===== src/rtl/matrix_key_scan_pkg.sv =====
// Shared game keypad definitions: debounce states, game key codes and
// default timing constants for the 50 MHz keypad scanner.
package matrix_key_scan_pkg;

  typedef enum logic [1:0] {
    RELEASED,
    PRESS_DEB,
    PRESSED,
    RELEASE_DEB
  } key_state_e;

  localparam logic [3:0] KEY_START = 4'd0;
  localparam logic [3:0] KEY_UP    = 4'd1;
  localparam logic [3:0] KEY_LEFT  = 4'd4;
  localparam logic [3:0] KEY_RIGHT = 4'd6;
  localparam logic [3:0] KEY_DOWN  = 4'd9;

  // 1 ms row slot at 50 MHz
  localparam int SCAN_CYCLES_DEF    = 50000;
  localparam int DEBOUNCE_SCANS_DEF = 8;
  localparam int REPEAT_SCANS_DEF   = 250;

  function automatic logic [3:0] key_code_of(
    input logic [1:0] row,
    input logic [1:0] col
  );
    return {row, col};
  endfunction

endpackage


===== src/rtl/key_debounce_fsm.sv =====
// Frame-level debounce of the keypad candidate; emits press events.
// Ports: Clk_50mhz, Rst (sync, high), Eval strobe, Cand/Cand_valid in;
// Key_code, Key_valid (1-cycle pulse), Key_held out.
// KEY_REPEAT_EN adds auto-repeat every REPEAT_SCANS frames while held.
module key_debounce_fsm
  import matrix_key_scan_pkg::*;
#(
  parameter int DEBOUNCE_SCANS = DEBOUNCE_SCANS_DEF,
  parameter int REPEAT_SCANS   = REPEAT_SCANS_DEF
) (
  input  logic       Clk_50mhz,
  input  logic       Rst,
  input  logic       Eval,
  input  logic       Cand_valid,
  input  logic [3:0] Cand,
  output logic [3:0] Key_code,
  output logic       Key_valid,
  output logic       Key_held
);

  if (DEBOUNCE_SCANS < 1 || DEBOUNCE_SCANS > 255) begin : g_bad_deb
    $error("DEBOUNCE_SCANS must be 1..255");
  end
  if (REPEAT_SCANS < 1) begin : g_bad_rpt
    $error("REPEAT_SCANS must be at least 1");
  end

  localparam int CW = $clog2(DEBOUNCE_SCANS + 1);
  localparam logic [CW-1:0] DEB_LAST = CW'(DEBOUNCE_SCANS);
  localparam bit DEB_ONE = (DEBOUNCE_SCANS == 1);

  key_state_e    state_q, state_d;
  logic [CW-1:0] cnt_q, cnt_d;
  logic [3:0]    key_q, key_d;
  logic          same;
  logic          fire;

`ifdef KEY_REPEAT_EN
  localparam int RW = $clog2(REPEAT_SCANS + 1);
  localparam logic [RW-1:0] RPT_M1 = RW'(REPEAT_SCANS - 1);
  logic [RW-1:0] rpt_q, rpt_d;
`endif

  assign same = Cand_valid && (Cand == key_q);

  always_ff @(posedge Clk_50mhz) begin
    if (Rst) begin
      state_q   <= RELEASED;
      cnt_q     <= '0;
      key_q     <= '0;
      Key_code  <= '0;
      Key_valid <= 1'b0;
`ifdef KEY_REPEAT_EN
      rpt_q     <= '0;
`endif
    end else begin
      state_q   <= state_d;
      cnt_q     <= cnt_d;
      key_q     <= key_d;
      Key_valid <= fire;
      if (fire) Key_code <= key_d;
`ifdef KEY_REPEAT_EN
      rpt_q     <= rpt_d;
`endif
    end
  end

  always_comb begin
    state_d = state_q;
    cnt_d   = cnt_q;
    key_d   = key_q;
    if (Eval) begin
      unique case (state_q)
        RELEASED: begin
          if (Cand_valid) begin
            key_d   = Cand;
            cnt_d   = CW'(1);
            state_d = DEB_ONE ? PRESSED : PRESS_DEB;
          end
        end
        PRESS_DEB: begin
          if (!Cand_valid) begin
            state_d = RELEASED;
            cnt_d   = '0;
          end else if (same) begin
            cnt_d = cnt_q + CW'(1);
            if (cnt_d == DEB_LAST) state_d = PRESSED;
          end else begin
            key_d = Cand;
            cnt_d = CW'(1);
          end
        end
        PRESSED: begin
          if (!same) begin
            cnt_d   = CW'(1);
            state_d = DEB_ONE ? RELEASED : RELEASE_DEB;
          end
        end
        RELEASE_DEB: begin
          if (same) begin
            state_d = PRESSED;
            cnt_d   = '0;
          end else begin
            cnt_d = cnt_q + CW'(1);
            if (cnt_d == DEB_LAST) state_d = RELEASED;
          end
        end
        default: state_d = RELEASED;
      endcase
    end
  end

`ifdef KEY_REPEAT_EN
  // Counts only while staying PRESSED; wraps when a repeat fires.
  always_comb begin
    rpt_d = rpt_q;
    if (Eval) begin
      if (state_q == PRESSED && state_d == PRESSED && rpt_q != RPT_M1)
        rpt_d = rpt_q + RW'(1);
      else
        rpt_d = '0;
    end
  end
`endif

  always_comb begin
    fire     = 1'b0;
    Key_held = (state_q == PRESSED) || (state_q == RELEASE_DEB);
    if (Eval && state_d == PRESSED) begin
      // Returning from RELEASE_DEB is the same press: no new event.
      if (state_q == RELEASED || state_q == PRESS_DEB) fire = 1'b1;
`ifdef KEY_REPEAT_EN
      if (state_q == PRESSED && rpt_q == RPT_M1) fire = 1'b1;
`endif
    end
  end

endmodule


===== src/rtl/matrix_key_scan.sv =====
// 4x4 active-low keypad scanner: row drive, column sync, frame evaluation.
// Ports: Clk_50mhz, Rst (sync, high), Key_col in; Key_row, Key_code,
// Key_valid, Key_held out. Optional auto-repeat via KEY_REPEAT_EN.
module matrix_key_scan
  import matrix_key_scan_pkg::*;
#(
  parameter int SCAN_CYCLES    = SCAN_CYCLES_DEF,
  parameter int DEBOUNCE_SCANS = DEBOUNCE_SCANS_DEF,
  parameter int REPEAT_SCANS   = REPEAT_SCANS_DEF
) (
  input  logic       Clk_50mhz,
  input  logic       Rst,
  input  logic [3:0] Key_col,
  output logic [3:0] Key_row,
  output logic [3:0] Key_code,
  output logic       Key_valid,
  output logic       Key_held
);

  if (SCAN_CYCLES < 4) begin : g_bad_scan
    $error("SCAN_CYCLES must be at least 4");
  end

  localparam int SW = $clog2(SCAN_CYCLES);
  localparam logic [SW-1:0] SLOT_LAST = SW'(SCAN_CYCLES - 1);

  logic [3:0]    col_meta, col_sync;
  logic [SW-1:0] slot_q;
  logic [1:0]    row_q;
  logic [3:0]    frame_q [4];
  logic          eval_q;
  logic          slot_end;
  logic [4:0]    n_low;
  logic [3:0]    cand;
  logic          cand_valid;

  assign slot_end = (slot_q == SLOT_LAST);
  assign Key_row  = ~(4'b0001 << row_q);

  always_ff @(posedge Clk_50mhz) begin
    if (Rst) begin
      col_meta <= 4'hF;
      col_sync <= 4'hF;
      slot_q   <= '0;
      row_q    <= '0;
      eval_q   <= 1'b0;
      for (int r = 0; r < 4; r++) frame_q[r] <= 4'hF;
    end else begin
      col_meta <= Key_col;
      col_sync <= col_meta;
      // EVAL is the cycle right after the row-3 sample lands.
      eval_q   <= slot_end && (row_q == 2'd3);
      if (slot_end) begin
        slot_q         <= '0;
        frame_q[row_q] <= col_sync;
        row_q          <= row_q + 2'd1;
      end else begin
        slot_q <= slot_q + SW'(1);
      end
    end
  end

  // Exactly one low bit in the frame is a key; more is ghosting.
  always_comb begin
    n_low = '0;
    cand  = '0;
    for (int r = 0; r < 4; r++) begin
      for (int c = 0; c < 4; c++) begin
        if (!frame_q[r][c]) begin
          n_low = n_low + 5'd1;
          cand  = key_code_of(2'(r), 2'(c));
        end
      end
    end
    cand_valid = (n_low == 5'd1);
  end

  key_debounce_fsm #(
    .DEBOUNCE_SCANS(DEBOUNCE_SCANS),
    .REPEAT_SCANS  (REPEAT_SCANS)
  ) u_deb (
    .Clk_50mhz (Clk_50mhz),
    .Rst       (Rst),
    .Eval      (eval_q),
    .Cand_valid(cand_valid),
    .Cand      (cand),
    .Key_code  (Key_code),
    .Key_valid (Key_valid),
    .Key_held  (Key_held)
  );

endmodule


===== config.mk =====
export PLATFORM = sky130hd
export DESIGN_NAME = matrix_key_scan
export DESIGN_NICKNAME = d
export VERILOG_FILES = /design/src/rtl/matrix_key_scan_pkg.sv /design/src/rtl/key_debounce_fsm.sv /design/src/rtl/matrix_key_scan.sv
export SDC_FILE = /design/constraint.sdc
export NUM_CORES = 1
export LEC_CHECK = 0
export CORE_MARGIN = 10
export CORE_UTILIZATION = 40
export CTS_CLUSTER_DIAMETER = 150
export CTS_CLUSTER_SIZE = 25
export DETAILED_ROUTE_END_ITERATION = 7
export GPL_TIMING_DRIVEN = 0
export PLACE_DENSITY = 0.62
export SLEW_MARGIN = 20
export SYNTH_ARGS = -nofsm -noshare
export SYNTH_HDL_FRONTEND = slang
export SYNTH_SLANG_ARGS = --single-unit

===== constraint.sdc =====
create_clock -name Clk_50mhz -period 9.5 [get_ports Clk_50mhz]
set_input_delay 1.9 -clock Clk_50mhz [delete_from_list [all_inputs] [get_ports Clk_50mhz]]
set_output_delay 1.9 -clock Clk_50mhz [all_outputs]
set_load 0.02 [all_outputs]

==> impl_metrics.toml <==
[cts]
cts_tree = "built"
cts_made_buffers = 9
clk_pin_slew_ns = 0.08
cts_hold_buf = 0
clockBufferDepth = 2
clock_sinks = 58
htree_levels = 3
clkLatencyLatePin_ns = 0.34
root_buffer = "clkbuf_8"

[timing]
timing.final.ws_setup_ns = -0.370
report.final.slew_viol_count = 0
rsz0062_at_grt = "yes"
finalClockSkew_ns = 0.0170
tightest_slew_ns = 0.930
slew_headroom_pct = 37.3
period_needed_ns = 9.87
hold_viol_final = 0
period_share_pct = 104
finalSetupViolations = 15
fmax_mhz = 101

[synthesis]
synthCells = 483
avgSynthCellArea_sq_um = 8.81
synth_edf_count = 16
synth_nets = 510
ys_warn_count = 0
synth-seq-area-share_pct = 31.1
async_flop_share_pct = 0
ys.flop_type = "dfxtp_1"
ys_ff_latch = 58
ys_types = 69
syn-cell-area_sq_mm = 0.00425

[critical_path]
crit_fanout = 4
cp_slowest_stage_delay_ns = 0.40
timing.rr.start = "frame_q[0][1]$_SDFFCE_PN1P_"
cp.buffers_inverters = 40
critPathLaunch = "frame_q[0][1]$_SDFFCE_PN1P_"
crit_slowest_cell = "edfxtp_1"
cp.arrival_ns = 10.10
cp-end-kind = "flop"
critical_path.most_common_cell = "buf_4"
crit_family = "buffers and inverters"
required_ns = 9.73
path_class = "reg -> reg"
start_kind = "flop"

[final_layout]
layout_commonest_cell = "buf_4"
fin_area_sq_mm = 0.00572
layout-area-overhead-vs-synth_pct = 34.6
final_nets = 605
antenna_cells = 0
fin_cells = 719
layout-drive-gt1-share_pct = 29.2
final_util_pct = 55.4
final_cell_mix = "64 x buf_4, 47 x nor2_1, 42 x dfxtp_1"

[pwr]
cellPowerDensity_mw_per_mm2 = 137
vdd_drop_max_mv = 0.0829
p_leak_nw = 2.22

[die]
die_h_um = 123
die_w_um = 123
rows = 37
initial_core_util_pct = 41.2
dieArea_sq_mm = 0.0152
io_pins = 16
coreArea_sq_mm = 0.0103

[min_path]
hold_path_startpoint = "col_meta[1]$_SDFF_PP1_"
hold_class = "reg -> reg"

[drt]
ant_nets = 0
drtIter0Drc = 158
drc = 0
wire_per_inst_um = 14.5
dr.pass1.iters = 4
vias = 3663
wl_mm = 10.4
via_per_inst = 5.09

[status]
violations = "negative setup slack"
outcome = "finished, violations left"

[place]
dp.cells = 634
dp_hpwl_mm = 6.35
place_congestion = 0.835
portBuffers = 15
dpl-instance-area_sq_mm = 0.00458

[global_routing]
grt_pass1_wl_mm = 16.5
grt_max_degree = 11
grt_pass1_vias = 3656
grt.total_usage_pct = 13.2
grt-ovfl-total = 0
antenna_found_initial = 0

[flow_run]
maxCapViolCount = 0
==> final timing paths <==
path | endpoint | slack (ns) | depth (start not counted)
hold / removal | col_sync[1]$_SDFF_PP1_ | 0.41 | 1
setup / recovery | u_deb.cnt_q[3]$_SDFFE_PP0P_ | -0.37 | 62
setup reg to reg | u_deb.cnt_q[3]$_SDFFE_PP0P_ | -0.37 | 62
hold reg to reg | col_sync[1]$_SDFF_PP1_ | 0.41 | 1
==> metal layers <==
metal  GRT usage [%]  share of wire [%]
met3            2.83                3.8
met5               0                  0
met2            22.4                 49
met1            15.7                 44
met4            5.75                3.3
==> worst register-to-register path: cells and delay by family (launching register included) <==
kind                       cells  cell delay (ns)
buffers and inverters         40             5.08
xor gates and xnor gates       6             1.34
AOI/OAI and AO/OA              6             1.12
adders and majority gates      4             1.03
and+or+nand+nor                5             0.57
DFF                            1             0.40
muxes                          1             0.24
==> synth_stat cells, drive strengths merged (15+ instances only) <==
library cell,n,area (sq um)
clkbuf,17,63.8
xnor2,34,347
ha,21,263
xor2,22,234
o21ai,15,75.1
nand3,18,95.1
edfxtp,16,480
or2,15,93.8
nand2b,22,138
nand2,32,120
nor2,54,203
inv,28,105
dfxtp,42,841
==> sequential cells by signal, summed over array words and instances, names as in the netlist <==
signal / flops
u_deb.state_q: 2
u_deb.cnt_q: 4
u_deb.Key_valid: 1
u_deb.Key_code: 4
frame_q: 16
row_q: 2
u_deb.key_q: 4
slot_q: 16
col_meta: 4
eval_q: 1
col_sync: 4
==> layout make-up <==
cell class / count / area, sq um
fillers: 876 / 4600
multi-input cells: 375 / 3090
flip-flops and latches: 58 / 1320
repair buffers: 84 / 708
clock buffers: 15 / 229
well taps: 136 / 170
inverters: 28 / 105
plain buffers: 22 / 91.3
clock inverters: 1 / 8.76
==> logic make-up (layout without fill, tap and decap cells) <==
logic type	Yosys count	count (layout)	share of synthesized area, %
AOI/OAI and AO/OA	73	73	12.2
and+or+nand+nor	205	205	25.5
DFF	58	58	31.1
muxes	13	13	3.06
xor gates and xnor gates	63	63	17.4
adders and majority gates	21	21	6.18
buffers and inverters	50	150	4.62
==> power breakdown <==
part / switching, mW / leakage [nW] / internal (mW)
clock: 0.0978 / 0.122 / 0.156
sequential: 0.00275 / 0.476 / 0.258
combinational: 0.132 / 1.63 / 0.140
==> through the flow <==
| stage | TNS, ns | setup slack (ns) | power [mW] | hold slack, ns |
|---|---|---|---|---|
| 3_3_place_gp | -9.18 | -0.760 | 0.424 | 0.391 |
| 2_1_floorplan | 0 | 0.00513 | 0.401 | 0.389 |
| 4_1_cts | -0.00403 | -0.00403 | 0.729 | 0.409 |
| 5_1_grt | -8.96 | -0.714 | 0.825 | 0.418 |
| 6_report | -2.38 | -0.370 | 0.786 | 0.408 |
| 3_5_place_dp | -12.66 | -1.02 | 0.429 | 0.394 |
==> what timing repair did <==
item	in CTS	in global routing
pin swaps	9	38
endpoints found under the setup margin	15	15
resized for setup	22	54
gates cloned	0	0
buffers inserted	56	16
No activity file was read; power rests on OpenSTA's default activity.
